--- src/rtl/window_gen_kxk.sv ---
// KxK sliding-window generator: raster pixel stream in, one flattened window out per
// valid convolution position, with KSIZE-1 internal line buffers and valid/ready flow control.
module window_gen_kxk #(
  parameter int DATA_WIDTH = 16,
  parameter int KSIZE      = 3,
  parameter int IMG_WIDTH  = 32,
  parameter int IMG_HEIGHT = 32
) (
  input  logic                                clk,
  input  logic                                Rst_window,
  input  logic                                Clr_window,
  input  logic                                in_valid,
  output logic                                in_ready,
  input  logic signed [DATA_WIDTH-1:0]        in_pixel,
  output logic                                out_valid,
  input  logic                                out_ready,
  output logic [KSIZE*KSIZE*DATA_WIDTH-1:0]   out_window,
  output logic [$clog2(IMG_HEIGHT)-1:0]       out_row,
  output logic [$clog2(IMG_WIDTH)-1:0]        out_col,
  output logic                                frame_done
);

  localparam int RW = $clog2(IMG_HEIGHT);
  localparam int CW = $clog2(IMG_WIDTH);

  logic [DATA_WIDTH-1:0] win [KSIZE][KSIZE];
  logic [DATA_WIDTH-1:0] lb  [KSIZE-1][IMG_WIDTH];
  logic [RW-1:0]         row_cnt;
  logic [CW-1:0]         col_cnt;
  logic                  accept;
  logic                  row_last;
  logic                  col_last;
  logic                  win_ok;

  assign in_ready = !out_valid || out_ready;
  assign accept   = in_valid && in_ready && !Clr_window;
  assign col_last = (col_cnt == CW'(IMG_WIDTH - 1));
  assign row_last = (row_cnt == RW'(IMG_HEIGHT - 1));
  // Only positions fully inside the current frame's rows and columns are valid
  assign win_ok   = (row_cnt >= RW'(KSIZE - 1)) && (col_cnt >= CW'(KSIZE - 1));

  always_ff @(posedge clk or negedge Rst_window) begin
    if (!Rst_window) begin
      for (int r = 0; r < KSIZE; r++)
        for (int c = 0; c < KSIZE; c++)
          win[r][c] <= '0;
    end else if (Clr_window) begin
      for (int r = 0; r < KSIZE; r++)
        for (int c = 0; c < KSIZE; c++)
          win[r][c] <= '0;
    end else if (accept) begin
      for (int r = 0; r < KSIZE; r++)
        for (int c = 1; c < KSIZE; c++)
          win[r][c] <= win[r][c-1];
      win[KSIZE-1][0] <= in_pixel;
      for (int r = 0; r < KSIZE - 1; r++)
        win[r][0] <= lb[KSIZE-2-r][col_cnt];
    end
  end

  // Line buffers are plain storage; stale contents are masked by win_ok
  always_ff @(posedge clk) begin
    if (accept) begin
      lb[0][col_cnt] <= in_pixel;
      for (int i = 1; i < KSIZE - 1; i++)
        lb[i][col_cnt] <= lb[i-1][col_cnt];
    end
  end

  always_ff @(posedge clk or negedge Rst_window) begin
    if (!Rst_window) begin
      row_cnt    <= '0;
      col_cnt    <= '0;
      out_valid  <= 1'b0;
      out_row    <= '0;
      out_col    <= '0;
      frame_done <= 1'b0;
    end else if (Clr_window) begin
      row_cnt    <= '0;
      col_cnt    <= '0;
      out_valid  <= 1'b0;
      out_row    <= '0;
      out_col    <= '0;
      frame_done <= 1'b0;
    end else begin
      frame_done <= accept && row_last && col_last;
      if (accept) begin
        out_valid <= win_ok;
        out_row   <= row_cnt;
        out_col   <= col_cnt;
        if (col_last) begin
          col_cnt <= '0;
          row_cnt <= row_last ? '0 : row_cnt + RW'(1);
        end else begin
          col_cnt <= col_cnt + CW'(1);
        end
      end else if (out_ready) begin
        out_valid <= 1'b0;
      end
    end
  end

  for (genvar r = 0; r < KSIZE; r++) begin : g_row
    for (genvar c = 0; c < KSIZE; c++) begin : g_col
      assign out_window[(r*KSIZE+c)*DATA_WIDTH +: DATA_WIDTH] = win[r][c];
    end
  end

endmodule

--- config.mk ---
export PLATFORM = sky130hd
export DESIGN_NAME = window_gen_kxk
export DESIGN_NICKNAME = d
export VERILOG_FILES = /design/src/rtl/window_gen_kxk.sv
export SDC_FILE = /design/constraint.sdc
export NUM_CORES = 1
export LEC_CHECK = 0
export BUFFER_PORTS_ARGS = -buffer_cell sky130_fd_sc_hd__buf_2
export CAP_MARGIN = 15
export CORE_MARGIN = 2
export CORE_UTILIZATION = 41
export DETAILED_ROUTE_END_ITERATION = 10
export GPL_TIMING_DRIVEN = 0
export PLACE_DENSITY = 0.67
export SLEW_MARGIN = 20
export SYNTH_ARGS = -nofsm -noshare
export SYNTH_HDL_FRONTEND = slang
export SYNTH_SLANG_ARGS = --single-unit
--- constraint.sdc ---
create_clock -name clk -period 8.21 [get_ports clk]
set_input_delay 1.2315 -clock clk [delete_from_list [all_inputs] [get_ports clk]]
set_output_delay 1.2315 -clock clk [all_outputs]
set_load 0.03 [all_outputs]
Word-level counts from Yosys, hierarchy flattened. Memories as Yosys holds them, arrays and structs flattened. Index checks and enable logic that the tools add are counted.

$lt $le $gt $ge: 4. Mux-type cells: 27. Reduce and logical (&&, ||, !) cells: 13. Eq/ne operators: 2. Bitwise gates (word level): 1. $add $sub $neg: 2.

Operators with widths (number): two-way mux 512 bit (1); two-way mux 144 bit (2); binary-select mux 16 bit (select 5 bit) (2); demux 16 bit (select 5 bit) (1); two-way mux 16 bit (5); two-way mux 5 bit (11); adder 5 x 1 -> 5 bit (second input constant) (2); == test 5 bit (second input constant) (2); >= comparator 5 x 2 -> 1 bit (second input constant) (2); >= comparator 6 bit (second input constant) (1); logical AND 1 bit (6); less-than comparator 6 x 1 -> 1 bit (second input constant) (1); NOT 5 -> 6 bit (1); two-way mux 1 bit (5); nonzero test 2 bit (2); nonzero test 3 bit (1); zero test 1 bit (2); AND reduction 2 bit (1); logical OR 1 bit (1).

Input port bits: 21. Bits in registers: 166. Word-level logic and storage cells: 65. Memory bits (writable): 1024. Output and inout bits: 157. Memories kept: 1.

Memory list: lb (words 2, width 512, read ports 2, clocked after Yosys merged registers in 0, write ports 2, line 27) `logic [DATA_WIDTH-1:0] lb [KSIZE-1][IMG_WIDTH];`.

Longest topological paths before layout.
Depth after elaboration: 7. Gate-level depth with buffers: 8. Mapped depth without buffers: 6.

Least setup slack after synthesis. No wires, ideal clock.

Kind: in2reg. Start point: input out_ready. End point: memory lb[0][576] in the netlist's numbering, enable pin. Cell stages on the path: 4. Setup slack: 3580 ps. Setup time: 461 ps. Arrival time: 4169 ps. Data required time: 7749 ps. Buffers on the path: 0. Cells stage by stage: nand2b_1 and2_1 nand2b_1 nor3_1.

RTL lines: start: declaration (line 16) `input logic out_ready,`; end: declaration (line 27).

Final worst setup path.
Start point: register col_cnt[1]. End point: register win (netlist bit out_window[53]).

Word-level cells in the longest chain between the ends: 6.

RTL lines: start: declaration (line 29) `logic [CW-1:0] col_cnt;`; start signal: assignment (line 95) `col_cnt <= col_cnt + CW'(1);`; NOT 5 -> 6 bit (not written as such) (line 57) `win[r][0] <= lb[KSIZE-2-r][col_cnt];`; binary-select mux 16 bit (select 5 bit) (line 57); two-way mux 16 bit (not written as such) (2 in a row) (line 57); two-way mux 144 bit (line 51) `end else if (accept) begin`; two-way mux 144 bit (line 47) `end else if (Clr_window) begin`; end signal: indexed assignment (line 54) `win[r][c] <= win[r][c-1];`; end signal: indexed assignment (line 55) `win[KSIZE-1][0] <= in_pixel;`; end signal: indexed assignment (line 57); end: declaration (line 26) `logic [DATA_WIDTH-1:0] win [KSIZE][KSIZE];`.

No other way between the ends. The select of a mux whose other input is x is not followed. A chain may end at the register's enable or synchronous reset.

==> out/qor.csv <==
metric;value;unit
first-pass GRT wire length;172800;um
Worst Path Required;8.79;ns
fillers;8849;
Area contributors post-synth;edfxtp_1 (68%), mux2i_1 (11%), dfrtp_1 (9.2%);
Compound-Gate Fraction of Synth Area;6.728;%
VDD IR max;182.1;uV
Congestion Overflow GR;0;
crit path kind;flop to flop;
largest net degree at the start of global routing;98;
Worst setup endpoint;out_window[53]$_DFFE_PN0P_;
FMAX;227.5;MHz
period utilization;53.53;%
synthesized instance count;2488;
post-DR vias/cell;5.837;
H-tree depth;3;
All-Layer GR Usage;21.16;%
initial core utilization;41.32;%
Reg2Reg Depth;8;
GP Congestion;0.8364;
hold violation count in the final report;0;
CTS buffer count;113;
part of the power in the clock network;41.0;%
simple-gate share of the synthesized area;2.309;%
clk root buf;clkbuf_16;
Hold Crit Depth;2;
Reg area;34900;um2
DP HPWL;79800;um
Comb pwr share;6.6;%
multi-input combinational cell area;9610;um2
flop-to-flop setup slack;3.81;ns
final wirelength;121200;um
Cell Pwr Density;244.7;nW/um2
adder-cell share of the synthesized area;0.2225;%
Skew-Pair Late Insertion Delay;0.70;ns
Detailed Routing Iterations Pass 1;5;
clock slew at reported path FFs;0.06;ns
Mapped Area;44980;um2
Worst R2R End;out_window[53]$_DFFE_PN0P_;
register bit total from synthesis;1190;
Critical Path Start;col_cnt[1]$_DFFE_PN0P_;
DRC viols;0;
die area;112400;um2
post-route ant nets;0;
final std cells w/o fill;4338;
Slew headroom;23.85;%
worst hold path type;flop to flop;
Internal Pwr Total;9.983;mW
Switching Share;22.50;%
initial antenna violation count;1;
status;finished, final reports clean;
Core ar.;108900;um2
post-synth top area cell;edfxtp_1;
Setup TNS;0;ns
Clock Path Buffers;3;
# setup viols final;0;
crit path DAT;4.97;ns
DR WL/cell;27.94;um
CP startpoint kind;flop;
CTS Hold Buffers Added;0;
NumNets Final;2852;
syn nets;2517;
Post-synth top cells;edfxtp_1 (1024), mux2i_1 (512), o22ai_1 (256);
Sink Count;1190;
fin. max-slew vios;0;
ys flop type;edfxtp_1;
vias;25320;
post-CTS sizing;0;
Mean Syn Cell Area;18.08;um2
Die W;335.2;um
Worst Tran Pin Value;1.132;ns
Setup Buffers After CTS;0;
Synth cell types;37;
Min Clock Period, post-route;4.395;ns
share of layout cells above drive strength 1;18.51;%
async set or reset register ratio after synthesis;13.95;%
Die Ht;335.2;um
TritonCTS clock tree;done;
Port Buf Inserts;177;
largest family of logic cells by synthesized area;multiplexers;
floorplan row count;121;
Synth top area share;68.36;%
leakage power;17.76;nW
CP Max Fanout;33;
warning count from the yosys run;0;
RSZ-0062 raised after global routing;no;
RR Startpoint;col_cnt[1]$_DFFE_PN0P_;
placed cell count;4121;
sequential area share after synthesis;77.59;%
CP Capture Type;flop;
mux share of post-synthesis cell area;11.39;%
sequential share of power;52.4;%
# Max-Cap Violations;0;
num ports;178;
xor and xnor area share after synthesis;0.03894;%
number of global-route vias before repair;24720;
P&R area growth vs syn;17.03;%
number of DRC markers in iteration 0;2840;
worst clock skew;0.02748;ns
count leader, synth;edfxtp_1;
Post-synth EDFFs;1024;
NetSw;2.898;mW
==> per-layer routing <==
metal	vias up	part of all wire, %	GRT usage, %
met5	-	0	0
li1	10750	-	-
met4	0	3.7	7.833
met3	268	7.8	3.517
met2	1199	47	33.79
met1	13100	41	29.22
==> power groups by stage <==
stage	registers [mW]	clock network, mW	logic [mW]
finish	6.75	5.28	0.847
global route	6.76	5.54	0.893
CTS	6.76	5.30	0.847
detailed placement	6.88	0	0.844
global placement	6.89	0	0.805
floorplan	6.93	0	0.412
==> worst max-delay path, stage by stage (launching register included) <==
cell and delay (ns):
dfrtp_1 0.45, clkbuf_1 0.46, buf_2 0.41, buf_2 0.45, mux2i_1 0.24, o22ai_1 0.13, nor4_1 0.91, nand2_2 0.73
a22o_1 0.44
==> final cells by class <==
type,count,share of cell area [%]
multi-input combinational,1134,18.26
clock buffer,151,5.958
timing repair buffer,220,3.460
antenna,2,0.009507
clock inverter,63,1.188
inverter,3,0.02139
tap,1414,3.361
sequential,1190,66.30
buffer,161,1.445
==> worst min path at each step <==
stage / from / end
finish: out_col[0]$_DFFE_PN0P_ / out_col[0]$_DFFE_PN0P_
global route: out_window[132]$_DFFE_PN0P_ / out_window[132]$_DFFE_PN0P_
CTS: out_col[0]$_DFFE_PN0P_ / out_col[0]$_DFFE_PN0P_
detailed placement: out_col[0]$_DFFE_PN0P_ / out_col[0]$_DFFE_PN0P_
global placement: out_row[0]$_DFFE_PN0P_ / out_row[0]$_DFFE_PN0P_
floorplan: row_cnt[3]$_DFFE_PN0P_ / row_cnt[3]$_DFFE_PN0P_
==> cells in the final DEF, fill, tap and decap left out, types with 3 or more instances in the layout <==
master and instances:
buf_12 22, nor4_1 57, nand4bb_1 6, o21ai_0 9
clkinv_2 19, and2_1 3, buf_4 5, buf_1 7
clkbuf_16 118, a22o_1 152, clkbuf_1 80, and2_2 3
nand2_1 32, nor3_1 3, o22ai_1 256, nand2b_1 4
and3_1 3, nand4b_1 4, mux2i_1 512, clkinv_1 25
buf_2 271, buf_16 16, bufinv_16 11, ha_1 8
dfrtp_1 166, o31ai_1 3, nor2_1 3, buf_6 6
clkbuf_8 6, nand2_2 16, nor4_2 7, nand3_1 3
edfxtp_1 1024, nor2_4 28, or4b_1 3, inv_1 3
==> per-stage QoR <==
step | cell area [um2] | utilization [%] | hold WS, ns | total power, mW | worst slack (ns)
after detailed placement | 48860 | 44.88 | 0.4657 | 7.724 | 3.980
final | 52640 | 48.36 | 0.4852 | 12.88 | 3.815
after global placement | 47640 | 43.76 | 0.4646 | 7.692 | 1.037
after floorplan | 44980 | - | 0.4819 | 7.343 | 3.580
after global routing | 52640 | 48.36 | 0.5123 | 13.19 | 3.911
after CTS | 52620 | 48.34 | 0.4793 | 12.91 | 3.948
==> logic make-up after synthesis <==
kind of cell / count (synthesis)
buffers and inverters: 164
XOR/XNOR: 2
flip-flops: 1190
adder cells (fa/ha/maj): 8
multiplexers: 512
AO/OA/AOI/OAI: 424
AND/OR/NAND/NOR: 188
==> state kept, by name (all words and copies together), names as in the netlist <==
name / cells
lb: 1024
out_window: 144
col_cnt: 5
out_col: 5
out_row: 5
row_cnt: 5
frame_done: 1
out_valid: 1
Power figures use the tool's default switching activity.
